### config.mk
export PLATFORM = sky130hd
export DESIGN_NAME = product_collector_flat
export DESIGN_NICKNAME = d
export VERILOG_FILES = /design/src/rtl/product_collector_if.sv /design/src/rtl/product_collector.sv /design/src/flat_wrapper.sv
export SDC_FILE = /design/constraint.sdc
export NUM_CORES = 1
export LEC_CHECK = 0
export BUFFER_PORTS_ARGS = -buffer_cell sky130_fd_sc_hd__buf_2
export CORE_ASPECT_RATIO = 1.5
export CORE_UTILIZATION = 49
export CTS_CLUSTER_DIAMETER = 40
export DETAILED_ROUTE_END_ITERATION = 10
export HOLD_SLACK_MARGIN = 0.1
export PLACE_DENSITY = 0.72
export SYNTH_ARGS = -nofsm -noshare
export SYNTH_HDL_FRONTEND = slang
export SYNTH_SLANG_ARGS = --single-unit
### constraint.sdc
create_clock -name i_clk -period 2.4 [get_ports i_clk]
set_input_delay 0.12 -clock i_clk [delete_from_list [all_inputs] [get_ports i_clk]]
set_output_delay 0.12 -clock i_clk [all_outputs]
set_load 0.05 [all_outputs]
### src/rtl/product_collector_if.sv
// Handshake/status bundle between the upstream result source, the collector and its consumer.
// The master side drives results and consumer ready; the slave side is the collector itself.
interface product_collector_if #(
  parameter int DEPTH = 4,
  parameter int ACC_W = 24,
  parameter int CNT_W = 8
);
  localparam int LVL_W = $clog2(DEPTH) + 1;

  logic             done_sig;
  logic [15:0]      product;
  logic             clr_sig;
  logic             out_ready;
  logic             out_valid;
  logic [15:0]      out_data;
  logic [LVL_W-1:0] level;
  logic [ACC_W-1:0] acc_sum;
  logic [CNT_W-1:0] result_cnt;
  logic             drop_sig;
  logic             acc_ovf;

  modport master (
    output done_sig, product, clr_sig, out_ready,
    input  out_valid, out_data, level, acc_sum, result_cnt, drop_sig, acc_ovf
  );

  modport slave (
    input  done_sig, product, clr_sig, out_ready,
    output out_valid, out_data, level, acc_sum, result_cnt, drop_sig, acc_ovf
  );
endinterface

### src/rtl/product_collector.sv
// Buffers done_sig-qualified products in a first-word fall-through FIFO and drains them
// over valid/ready, while keeping a signed running sum, a result count and sticky flags.
module product_collector #(
  parameter int DEPTH = 4,
  parameter int ACC_W = 24,
  parameter int CNT_W = 8
) (
  input  logic                i_clk,
  input  logic                i_rst_n,
  product_collector_if.slave  bus
);
  localparam int PTR_W = $clog2(DEPTH);
  localparam int LVL_W = PTR_W + 1;

  logic [15:0]      r_mem [DEPTH];
  logic [PTR_W-1:0] r_wr_ptr;
  logic [PTR_W-1:0] r_rd_ptr;
  logic [LVL_W-1:0] r_level;
  logic [15:0]      r_out_data;
  logic [ACC_W-1:0] r_acc;
  logic [CNT_W-1:0] r_cnt;
  logic             r_drop;
  logic             r_ovf;

  logic             w_full;
  logic             w_pop;
  logic             w_push;
  logic [LVL_W-1:0] w_level_rem;
  logic [LVL_W-1:0] w_level_nxt;
  logic [PTR_W-1:0] w_rd_nxt;
  logic [ACC_W-1:0] w_addend;
  logic [ACC_W-1:0] w_base;
  logic [ACC_W-1:0] w_sum;
  logic             w_ovf;

  assign w_full      = (r_level == LVL_W'(DEPTH));
  assign w_pop       = (r_level != '0) && bus.out_ready;
  // A full buffer still accepts when the head leaves on the same edge.
  assign w_push      = bus.done_sig && (!w_full || w_pop);
  assign w_level_rem = r_level - LVL_W'(w_pop);
  assign w_level_nxt = w_level_rem + LVL_W'(w_push);
  assign w_rd_nxt    = r_rd_ptr + PTR_W'(w_pop);

  always_ff @(posedge i_clk) begin
    if (w_push) r_mem[r_wr_ptr] <= bus.product;
  end

  always_ff @(posedge i_clk or negedge i_rst_n) begin
    if (!i_rst_n) begin
      r_wr_ptr   <= '0;
      r_rd_ptr   <= '0;
      r_level    <= '0;
      r_out_data <= '0;
    end else begin
      if (w_push) r_wr_ptr <= r_wr_ptr + PTR_W'(1);
      r_rd_ptr <= w_rd_nxt;
      r_level  <= w_level_nxt;
      // Head register: bypass the incoming product when nothing older survives the edge.
      if (w_level_nxt != '0) begin
        if (w_level_rem == '0) r_out_data <= bus.product;
        else                   r_out_data <= r_mem[w_rd_nxt];
      end
    end
  end

  assign w_addend = {{(ACC_W-16){bus.product[15]}}, bus.product};
  assign w_base   = bus.clr_sig ? '0 : r_acc;
  assign w_sum    = w_base + w_addend;
  assign w_ovf    = (w_base[ACC_W-1] == w_addend[ACC_W-1]) && (w_sum[ACC_W-1] != w_base[ACC_W-1]);

  always_ff @(posedge i_clk or negedge i_rst_n) begin
    if (!i_rst_n) begin
      r_acc  <= '0;
      r_cnt  <= '0;
      r_drop <= 1'b0;
      r_ovf  <= 1'b0;
    end else begin
      r_acc  <= w_push ? w_sum : w_base;
      r_cnt  <= (bus.clr_sig ? '0 : r_cnt) + CNT_W'(w_push);
      // Clear takes priority over a drop or overflow on the same edge.
      r_drop <= !bus.clr_sig && (r_drop || (bus.done_sig && !w_push));
      r_ovf  <= !bus.clr_sig && (r_ovf || (w_push && w_ovf));
    end
  end

  assign bus.out_valid  = (r_level != '0);
  assign bus.out_data   = r_out_data;
  assign bus.level      = r_level;
  assign bus.acc_sum    = r_acc;
  assign bus.result_cnt = r_cnt;
  assign bus.drop_sig   = r_drop;
  assign bus.acc_ovf    = r_ovf;
endmodule

### src/flat_wrapper.sv
// flat-port wrapper written by rule: the top's interface ports become plain ports
module product_collector_flat 
#(
  parameter int DEPTH = 4,
  parameter int ACC_W = 24,
  parameter int CNT_W = 8
)
  (i_clk, i_rst_n, bus_done_sig, bus_product, bus_clr_sig, bus_out_ready, bus_out_valid, bus_out_data, bus_level, bus_acc_sum, bus_result_cnt, bus_drop_sig, bus_acc_ovf);
  product_collector_if #(.DEPTH(DEPTH), .ACC_W(ACC_W), .CNT_W(CNT_W)) bus_i ();
  input  logic i_clk;
  input  logic i_rst_n;
  input wire logic [$bits(bus_i.done_sig)-1:0] bus_done_sig;
  input wire logic [$bits(bus_i.product)-1:0] bus_product;
  input wire logic [$bits(bus_i.clr_sig)-1:0] bus_clr_sig;
  input wire logic [$bits(bus_i.out_ready)-1:0] bus_out_ready;
  output wire logic [$bits(bus_i.out_valid)-1:0] bus_out_valid;
  output wire logic [$bits(bus_i.out_data)-1:0] bus_out_data;
  output wire logic [$bits(bus_i.level)-1:0] bus_level;
  output wire logic [$bits(bus_i.acc_sum)-1:0] bus_acc_sum;
  output wire logic [$bits(bus_i.result_cnt)-1:0] bus_result_cnt;
  output wire logic [$bits(bus_i.drop_sig)-1:0] bus_drop_sig;
  output wire logic [$bits(bus_i.acc_ovf)-1:0] bus_acc_ovf;
  assign bus_i.done_sig = bus_done_sig;
  assign bus_i.product = bus_product;
  assign bus_i.clr_sig = bus_clr_sig;
  assign bus_i.out_ready = bus_out_ready;
  assign bus_out_valid = bus_i.out_valid;
  assign bus_out_data = bus_i.out_data;
  assign bus_level = bus_i.level;
  assign bus_acc_sum = bus_i.acc_sum;
  assign bus_result_cnt = bus_i.result_cnt;
  assign bus_drop_sig = bus_i.drop_sig;
  assign bus_acc_ovf = bus_i.acc_ovf;
  product_collector #(.DEPTH(DEPTH), .ACC_W(ACC_W), .CNT_W(CNT_W)) u_core (.i_clk(i_clk), .i_rst_n(i_rst_n), .bus(bus_i));
endmodule
==> key figures, run 1 <==
STA
  – Final Skew: between 0.01 and 0.015 ns
  – Tcrit/Tclk final: 1.03
  – Setup WS post-layout: -0.0662 ns
  – Setup tns final: -0.685 ns
  – Final count of pins violating max slew: 0
  – Final Critical Period: around 2.5 ns
  – FMAX: 405 MHz
  – Final hold vios: 0
  – Slew headroom: 0.407
  – Worst slew pin tran: 0.890 ns
  – RSZ-0062 raised after global routing: yes
  – Final Setup Violations: 19
  – Min Hold Slack: 0.241 ns

Power and ir drop
  – Static Leak: around 0.0035 uW
  – Worst vdd ir: 0.721 mV
  – Power Density: 1430 mW/mm^2

Floorplan
  – Core area: roughly 0.012 sq mm
  – Die Y: 139 um
  – Starting density of the core: 0.506
  – # rows: 49
  – Die area: roughly 0.013 sq mm
  – Die W: between 90 and 100 um
  – Number of I/O pins: 75

Setup path
  – R2r setup slk: -0.07 ns
  – RR Endpoint: u_core.bus.out_data[6]$_DFFE_PN0P_
  – Crit path from: u_core.bus.level[2]$_DFF_PN0_
  – WP buf/inv: 1
  – Worst R2R Path Depth: 9
  – Critical Path End Type: flip-flop
  – Cell breakdown of the critical path: or3_4 -> and2_4 -> ha_4 -> ha_4 -> xnor2_2 -> and3_4 -> bufbuf_16 -> mux2i_1 -> o21ai_1
  – Slowest-stage cell, CP: dfrtp_2
  – Reg-to-reg startpoint: u_core.bus.level[2]$_DFF_PN0_
  – Critical-path maximum fanout: 8
  – Worst EP required: roughly 2.7 ns
  – Critical path's most frequent cell: ha_4
  – WP data arrival: 2.76 ns
  – Startpoint type of the worst setup path: flip-flop
  – Worst setup path category: reg2reg
  – Crit-path max cell delay: around 0.43 ns
  – Crit path max-delay family: simple AND/OR/NAND/NOR gates

Drt
  – Detailed-route DRC error count: 0
  – Avg WL per Cell: between 15 and 20 um
  – Routed Antenna Nets: 0
  – Router iterations before antenna repair: 5
  – Drt via density: 5.59
  – Via count: around 4600
  – WL final: 15600 um
  – DR iter-0 viols: between 300 and 400

Synthesis
  – Mapped Area: 0.00612 sq mm
  – Post-synthesis register bit count: between 100 and 150
  – FFs w/ async S/R, synth: 0.471
  – Ys Warns: 0
  – Seq/Total Area, Yosys: 0.547
  – EDFF count, synth: 64
  – Most used DFF post-synth: edfxtp_1
  – Mapped Nets: about 540
  – Post-Syn Instances: around 490
  – Post-synth cell types: 59
  – Post-Syn Area per Cell: 12.6 sq um

Placement
  – Post-DP HPWL: roughly 9600 um
  – DP Cell Count: between 700 and 800
  – Buffers on Ports: 74
  – Gpl congestion: 0.977
  – Pre-CTS setup slack: -0.0909 ns

CTS
  – Clk buf depth: 2
  – CTS tree: yes
  – Clock sinks: 121
  – Root Buffer: clkbuf_16
  – Worst-Skew Late Latency: roughly 0.41 ns
  – H-Tree Depth: 4
  – CTS Buf Count: 17
  – Worst-path clk slew: approximately 0.06 ns

Worst hold path
  – Hold WC Path Type: in2async

Global route
  – First-pass GRT wire length: ~23000 um
  – Tot GR Track Use: 0.236
  – Largest net degree at the start of global routing: 35
  – Initial antenna violation count: 0
  – Global route total overflow: 0
  – Vias in the first global route: between 4000 and 5000

Cells and area
  – Antenna diodes: 0
  – Commonest cells after routing, fill and taps aside: 74 x buf_2, 64 x edfxtp_1, 57 x buf_4, 42 x nand2_1, 39 x dfrtp_1
  – Final core area utilization: 0.709
  – Final net count: ~710
  – Share of cells above drive strength 1: 0.437
  – Most common cell after layout, fill and taps aside: buf_2
  – Fillers: ~780
  – Area delta synth->final: 40.0%
  – Final std cells w/o fill: just over 800

Run
  – # Max-Cap Violations: 0

Run status
  – Outcome: complete, but fails checks
  – Failing checks: negative setup slack
power breakdown:
part	switching [uW]	internal, uW	leakage (uW)
Combinational	3620	2780	0.00196
Clock	918	1760	0.000302
Sequential	290	2860	0.00128
cell families after synthesis:
group,Yosys count,share of synthesized area
compound gates,98,0.104
xor+xnor,31,0.0444
fa+ha+maj,35,0.0728
buf+inv,36,0.0250
flops,121,0.547
mux,41,0.101
simple gates,125,0.105
registers in the layout (all words and copies together), names as in the netlist:
name                   cells
u_core.r_wr_ptr            2
u_core.bus.acc_ovf         1
u_core.bus.out_data       16
u_core.bus.result_cnt      8
u_core.bus.level           3
u_core.bus.acc_sum        24
u_core.r_rd_ptr            2
u_core.bus.drop_sig        1
u_core.r_mem              64
per-layer routing:
layer | global-route usage | wire, um
met1 | 0.257 | 6000
met2 | 0.436 | 8570
met3 | 0.0515 | 652
met4 | 0.0899 | 347
met5 | 0 | 0
metrics by stage:
stage,power (uW),instance area [sq um]
CTS,11400,8050
floorplan,7120,6290
detailed placement,8370,7130
global placement,8190,7130
finish,12200,8560
global route,12800,8560
layout make-up:
cell class,instances,area [sq um],area share
Sequential cell,121,3370,0.394
Multi-Input combinational cell,330,3070,0.358
Timing Repair Buffer,162,1240,0.145
Clock buffer,19,443,0.0517
Tap cell,153,191,0.0224
Clock inverter,13,176,0.0206
Inverter,18,67.6,0.00789
timing repair:
item                                    4_1_cts  5_1_grt
cloned                                        1        4
pin swaps                                     2       34
endpoints found under the setup margin       18       29
hold buffers                                 19        0
hold endpoints to repair                     92        0
gates resized for setup                      11       58
setup buffers                                 1       12
cell usage after synthesis, types with 2 or more instances:
cell	number	share of area
buf_2	7	0.0057
mux2_2	8	0.015
a21oi_1	17	0.014
nor2_1	15	0.0092
nor3_4	2	0.0053
ha_1	34	0.070
xor2_1	12	0.017
a31oi_1	2	0.0020
o21a_1	4	0.0049
inv_1	17	0.010
nand3_1	9	0.0074
nand2_1	48	0.029
o21ai_0	31	0.025
mux2i_1	17	0.028
nor3_1	3	0.0025
and3_1	5	0.0051
o211ai_1	2	0.0025
xnor2_1	19	0.027
nor2b_1	26	0.027
o21ai_1	13	0.011
nand2b_1	2	0.0020
a21oi_2	3	0.0043
a21o_1	5	0.0061
clkbuf_1	8	0.0049
nor4_1	2	0.0020
a211o_1	2	0.0029
edfxtp_1	64	0.31
o21ai_2	2	0.0029
and2_1	6	0.0061
dfrtp_1	57	0.23
o211a_1	2	0.0033
mux4_2	16	0.059
how the worst max path moves through the flow:
stage	to	cells after the start
after floorplan	u_core.bus.out_data[10]$_DFFE_PN0P_	8
after global placement	u_core.bus.acc_sum[22]$_DFF_PN0_	13
after detailed placement	u_core.bus.acc_sum[12]$_DFF_PN0_	13
after CTS	u_core.bus.acc_ovf$_DFF_PN0_	10
after global routing	u_core.bus.out_data[6]$_DFFE_PN0P_	9
final	u_core.bus.out_data[6]$_DFFE_PN0P_	9
No activity file was read; power rests on OpenSTA's default activity.
==> inputs of run 2 (changes only) <==
CORE_MARGIN = 2   (was default)
==> key figures, run 2 (same netlist as run 1, synthesis figures left out) <==
Placement
  – Post-DP HPWL: approximately 9500 um
  – Pre-CTS setup slack: -0.0963 ns
  – Gpl congestion: slightly above 0.9
  – DP Cell Count: 750
  – Buffers on Ports: 74

Setup path
  – Critical Path End Type: flip-flop
  – Critical-path maximum fanout: 8
  – WP data arrival: 2.75 ns
  – Slowest-stage cell, CP: dfrtp_2
  – Critical path's most frequent cell: ha_4
  – Crit-path max cell delay: 0.41 ns
  – WP buf/inv: 3
  – Worst EP required: approximately 2.7 ns
  – Worst setup path category: reg2reg
  – Startpoint type of the worst setup path: flip-flop
  – Cell breakdown of the critical path: or3_4 -> and2_4 -> ha_4 -> inv_2 -> ha_4 -> ha_4 -> xnor2_4 -> nor3_4 -> buf_12 -> buf_12 -> nand2_2 -> o21ai_1
  – R2r setup slk: -0.02 ns
  – Crit path max-delay family: simple AND/OR/NAND/NOR gates
  – Crit path from: u_core.bus.level[2]$_DFF_PN0_
  – Reg-to-reg startpoint: u_core.bus.level[2]$_DFF_PN0_

CTS
  – Worst-path clk slew: 0.05 ns
  – Clk buf depth: 2
  – CTS Buf Count: 17
  – CTS tree: yes
  – H-Tree Depth: 4
  – Worst-Skew Late Latency: between 0.4 and 0.5 ns
  – Clock sinks: roughly 120
  – Root Buffer: clkbuf_16

Cells and area
  – Final core area utilization: 0.692
  – Share of cells above drive strength 1: 0.464
  – Flip-flop count of the largest register after layout: 64
  – Final std cells w/o fill: just over 800
  – Commonest cells after routing, fill and taps aside: 74 x buf_2, 64 x edfxtp_1, 56 x buf_4, 39 x dfrtp_1, 32 x nand2_1
  – Final net count: ~700
  – Reg with most FFs: u_core.r_mem
  – Antenna diodes: 0
  – Most common cell after layout, fill and taps aside: buf_2
  – Area delta synth->final: 39.4%

Drt
  – WL final: 15400 um
  – Routed Antenna Nets: 0
  – Avg WL per Cell: 18.8 um
  – Via count: about 4500
  – Router iterations before antenna repair: 4
  – Drt via density: around 5.5
  – Detailed-route DRC error count: 0
  – DR iter-0 viols: between 200 and 300

STA
  – Worst slew pin tran: between 0.7 and 0.8 ns
  – Final Setup Violations: 11
  – Tcrit/Tclk final: 1.01
  – RSZ-0062 raised after global routing: yes
  – Final Critical Period: 2.42 ns
  – Final hold vios: 0
  – Setup WS post-layout: -0.0232 ns
  – FMAX: about 410 MHz
  – Final count of pins violating max slew: 0
  – Slew headroom: 0.532
  – Final Skew: 0.00918 ns

Floorplan
  – Die W: 95.2 um
  – Starting density of the core: 0.496
  – # rows: 50
  – Core area: 0.0123 sq mm
  – Die area: 0.0134 sq mm
  – Number of I/O pins: 75
  – Die Y: between 100 and 150 um

Global route
  – Initial antenna violation count: 0
  – Vias in the first global route: between 4000 and 5000
  – Largest net degree at the start of global routing: 35
  – First-pass GRT wire length: between 20000 and 25000 um
  – Global route total overflow: 0
  – Tot GR Track Use: 0.226

Power and ir drop
  – Static Leak: 0.00356 uW
  – Worst vdd ir: 0.618 mV
  – Power Density: 1440 mW/mm^2

Worst hold path
  – Min-delay src: bus_product[15]
  – Hold WC Path Type: in2reg

Run status
  – Outcome: complete, but fails checks
  – Failing checks: negative setup slack

Run
  – # Max-Cap Violations: 0
## run 2: cell types whose count changed in the layout (fill, tap and decap cells not counted), sizes merged
cell,before,now
clkbuf,23,25
clkinvlp,1,2
bufbuf,1,0
dlygate4sd3,19,18
bufinv,4,3
clkinv,8,4
## run 2: per-stage QoR
stage          cell area (sq um)  power [uW]  TNS (ns)  hold slack [ns]
2_1_floorplan               6290        7120     -3.00           -0.176
3_3_place_gp                7130        8220   -0.0174            0.196
3_5_place_dp                7130        8350    -0.555            0.209
4_1_cts                     8020       11300   -0.0142            0.140
5_1_grt                     8530       12800     -1.46            0.150
6_report                    8530       12300    -0.104            0.159
## run 2: cell type report
type / count / area [sq um]
clock buffer: 23 / 458
clock inverter: 9 / 124
fill: 828 / 3800
inverter: 18 / 67.6
multi-input combinational: 330 / 3120
sequential: 121 / 3370
tap: 156 / 195
timing repair buffer: 158 / 1190
## run 2: power by group
part / switching (uW) / internal [uW]
Sequential: 319 / 2860
Combinational: 3720 / 2820
Clock: 880 / 1650
Total: 4920 / 7340
## run 2: final timing paths
path	endpoint	depth (start not counted)
min in group asynchronous	u_core.bus.acc_sum[9]$_DFF_PN0_	2
min	u_core.r_mem[3][15]$_DFFE_PP_	1
min reg2reg	u_core.bus.out_data[2]$_DFFE_PN0P_	2
max	u_core.bus.out_data[4]$_DFFE_PN0P_	12
max in group asynchronous	u_core.bus.level[2]$_DFF_PN0_	3
max reg2reg	u_core.bus.out_data[4]$_DFFE_PN0P_	12
## run 2: layer usage
| layer | up-vias | wire (um) | share of wire | track usage |
|---|---|---|---|---|
| met5 | - | 0 | 0 | 0 |
| met4 | 0 | 463 | 0.030 | 0.0908 |
| met3 | 33 | 396 | 0.026 | 0.0379 |
| met2 | 105 | 8480 | 0.55 | 0.407 |
| met1 | 2257 | 6020 | 0.39 | 0.260 |
| li1 | 2099 | - | - | - |
## run 2: repair_timing
action                     4_1_cts  5_1_grt
resized for setup               10       84
pin swaps                        2       51
setup buffers                    1       10
hold buffers                    18        0
gates cloned                     2        2
hold endpoints to repair        94        0
setup endpoints to repair       21       30
## run 2: worst register-to-register path: cells and delay by family, from the launching register on
| kind | cells | cell delay (ns) |
|---|---|---|
| XOR/XNOR | 1 | 0.15 |
| AO/OA/AOI/OAI | 1 | 0.06 |
| buffers and inverters | 3 | 0.37 |
| flip-flops | 1 | 0.41 |
| adder cells (fa/ha/maj) | 3 | 0.59 |
| AND/OR/NAND/NOR | 4 | 0.78 |
==> inputs of run 3 (changes only) <==
BUFFER_PORTS_ARGS = default   (was -buffer_cell sky130_fd_sc_hd__buf_2)
DONT_BUFFER_PORTS = 1   (was default)
PLACE_DENSITY = default   (was 0.72)
PLACE_DENSITY_LB_ADDON = 0.15   (was default)
RECOVER_POWER = 100   (was default)
==> key figures, run 3 (same netlist as run 1, synthesis figures left out) <==
Cells and area
  – Most common cell after layout, fill and taps aside: edfxtp_1
  – Final core area utilization: 0.660
  – Flip-flop count of the largest register after layout: 64
  – Reg with most FFs: u_core.r_mem
  – Area delta synth->final: 33.0%
  – Commonest cells after routing, fill and taps aside: 64 x edfxtp_1, 48 x buf_4, 46 x nand2_1, 39 x dfrtp_1, 21 x clkbuf_1
  – Final net count: around 650
  – Antenna diodes: 0
  – Share of cells above drive strength 1: 0.352

Global route
  – Global route total overflow: 0
  – Vias in the first global route: between 4000 and 5000
  – Initial antenna violation count: 0
  – Tot GR Track Use: 0.235
  – First-pass GRT wire length: between 20000 and 25000 um
  – Largest net degree at the start of global routing: slightly below 60

Floorplan
  – Die W: between 90 and 100 um
  – Number of I/O pins: 75
  – Core area: roughly 0.012 sq mm
  – Die area: around 0.013 sq mm
  – # rows: 50
  – Die Y: 141 um
  – Starting density of the core: 0.496

Run status
  – Outcome: complete, but fails checks
  – Failing checks: negative hold slack, max-capacitance violations, max-slew violations, negative setup slack

Power and ir drop
  – Power Density: approximately 1400 mW/mm^2
  – Worst vdd ir: ~0.72 mV
  – Static Leak: ~0.0032 uW

Placement
  – Gpl congestion: 0.854
  – Post-DP HPWL: around 9300 um
  – Pre-CTS setup slack: -0.0408 ns
  – Buffers on Ports: 0

Drt
  – Via count: 4257
  – WL final: 15200 um
  – Router iterations before antenna repair: 5
  – Routed Antenna Nets: 0
  – Drt via density: between 5 and 6
  – DR iter-0 viols: 207
  – Avg WL per Cell: 20.0 um
  – Detailed-route DRC error count: 0

STA
  – Min Hold Slack: -0.194 ns
  – Final Critical Period: between 2 and 2.5 ns
  – Worst slew pin tran: roughly 1.6 ns
  – Slew headroom: -0.0395
  – Final hold vios: 5
  – Final count of pins violating max slew: 58
  – Tcrit/Tclk final: 1.01
  – Setup tns final: -0.0569 ns
  – Setup WS post-layout: -0.0196 ns
  – RSZ-0062 raised after global routing: yes
  – Final Skew: 0.0105 ns
  – Final Setup Violations: 6
  – FMAX: 413 MHz

CTS
  – Clock sinks: 121
  – Worst-path clk slew: around 0.06 ns
  – CTS tree: yes
  – Worst-Skew Late Latency: between 0.4 and 0.5 ns
  – H-Tree Depth: 4
  – Clk buf depth: 2
  – Root Buffer: clkbuf_16
  – CTS Buf Count: 17

Setup path
  – Worst setup path category: reg2reg
  – Worst EP required: approximately 2.7 ns
  – WP data arrival: 2.76 ns
  – Startpoint type of the worst setup path: flip-flop
  – R2r setup slk: -0.02 ns
  – Critical-path maximum fanout: 8
  – Critical Path End Type: flip-flop

Run
  – # Max-Cap Violations: 1

Worst hold path
  – Hold WC Path Type: in2reg
## run 3: cell types whose count changed in the layout (fill, tap and decap cells not counted), sizes merged
cell	delta
buf	-80
clkbuf	+17
clkinv	+3
dlygate4sd3	+2
clkinvlp	+1
dlymetal6s4s	+1
## run 3: final cells by class
type                            instances  area, sq um
Fill cell                             910         4190
Sequential cell                       121         3370
Multi-Input combinational cell        330         3040
Timing Repair Buffer                  102          861
Clock buffer                           19          443
Tap cell                              156          195
Clock inverter                         13          153
Inverter                               18         67.6
## run 3: worst max-delay path: stages (launching register included)
cell and delay [ns]:
dfrtp_2 0.41, or3_4 0.39, and2_4 0.17, ha_4 0.16
ha_4 0.26, inv_2 0.04, ha_4 0.16, xnor2_4 0.15
nor3_4 0.18, buf_6 0.16, buf_12 0.14, nand2_2 0.05
o21ai_1 0.08
## run 3: stage by stage
step	instance area [sq um]	hold WS (ns)	instances	total power (uW)
after floorplan	6290	-0.176	487	7120
after global placement	6910	-0.174	694	8180
after detailed placement	6910	-0.174	694	8280
after CTS	7940	-0.209	756	11600
after global routing	8130	-0.213	759	12300
final	8130	-0.194	759	11700
## run 3: path summary, 6_finish.rpt
check                                                    start  cells after the start                            endpoint
worst max-delay path             u_core.bus.level[2]$_DFF_PN0_                     12  u_core.bus.out_data[7]$_DFFE_PN0P_
worst min-delay path                            bus_product[7]                      0        u_core.r_mem[1][7]$_DFFE_PP_
worst max register to register   u_core.bus.level[2]$_DFF_PN0_                     12  u_core.bus.out_data[7]$_DFFE_PN0P_
worst min register to register  u_core.r_wr_ptr[1]$_DFFE_PN0P_                      2      u_core.r_wr_ptr[1]$_DFFE_PN0P_
max in group asynchronous                              i_rst_n                      2       u_core.bus.level[1]$_DFF_PN0_
min in group asynchronous                              i_rst_n                      2     u_core.bus.acc_sum[2]$_DFF_PN0_
## run 3: where the power goes
| part | internal, uW | switching, uW | total, uW | leakage [uW] |
|---|---|---|---|---|
| clock network | 1650 | 914 | 2560 | 0.000284 |
| logic | 2450 | 2950 | 5400 | 0.00162 |
| registers | 2850 | 871 | 3720 | 0.00128 |
| total | 6940 | 4730 | 11700 | 0.00318 |
## run 3: layer usage
layer  global-route usage  wire, um  up-vias
met5                    0         0        -
met4               0.0984       363        0
met3               0.0422       563       21
met2                0.430      8470      110
met1                0.263      5790     2133
li1                     -         -     1993
## run 3: what timing repair did
item	4_1_cts	5_1_grt
setup buffers	6	4
gates cloned	2	1
pin swaps	6	22
hold buffers	22	1
gates resized for setup	14	63
endpoints found under the hold margin	172	6
setup endpoints to repair	18	45
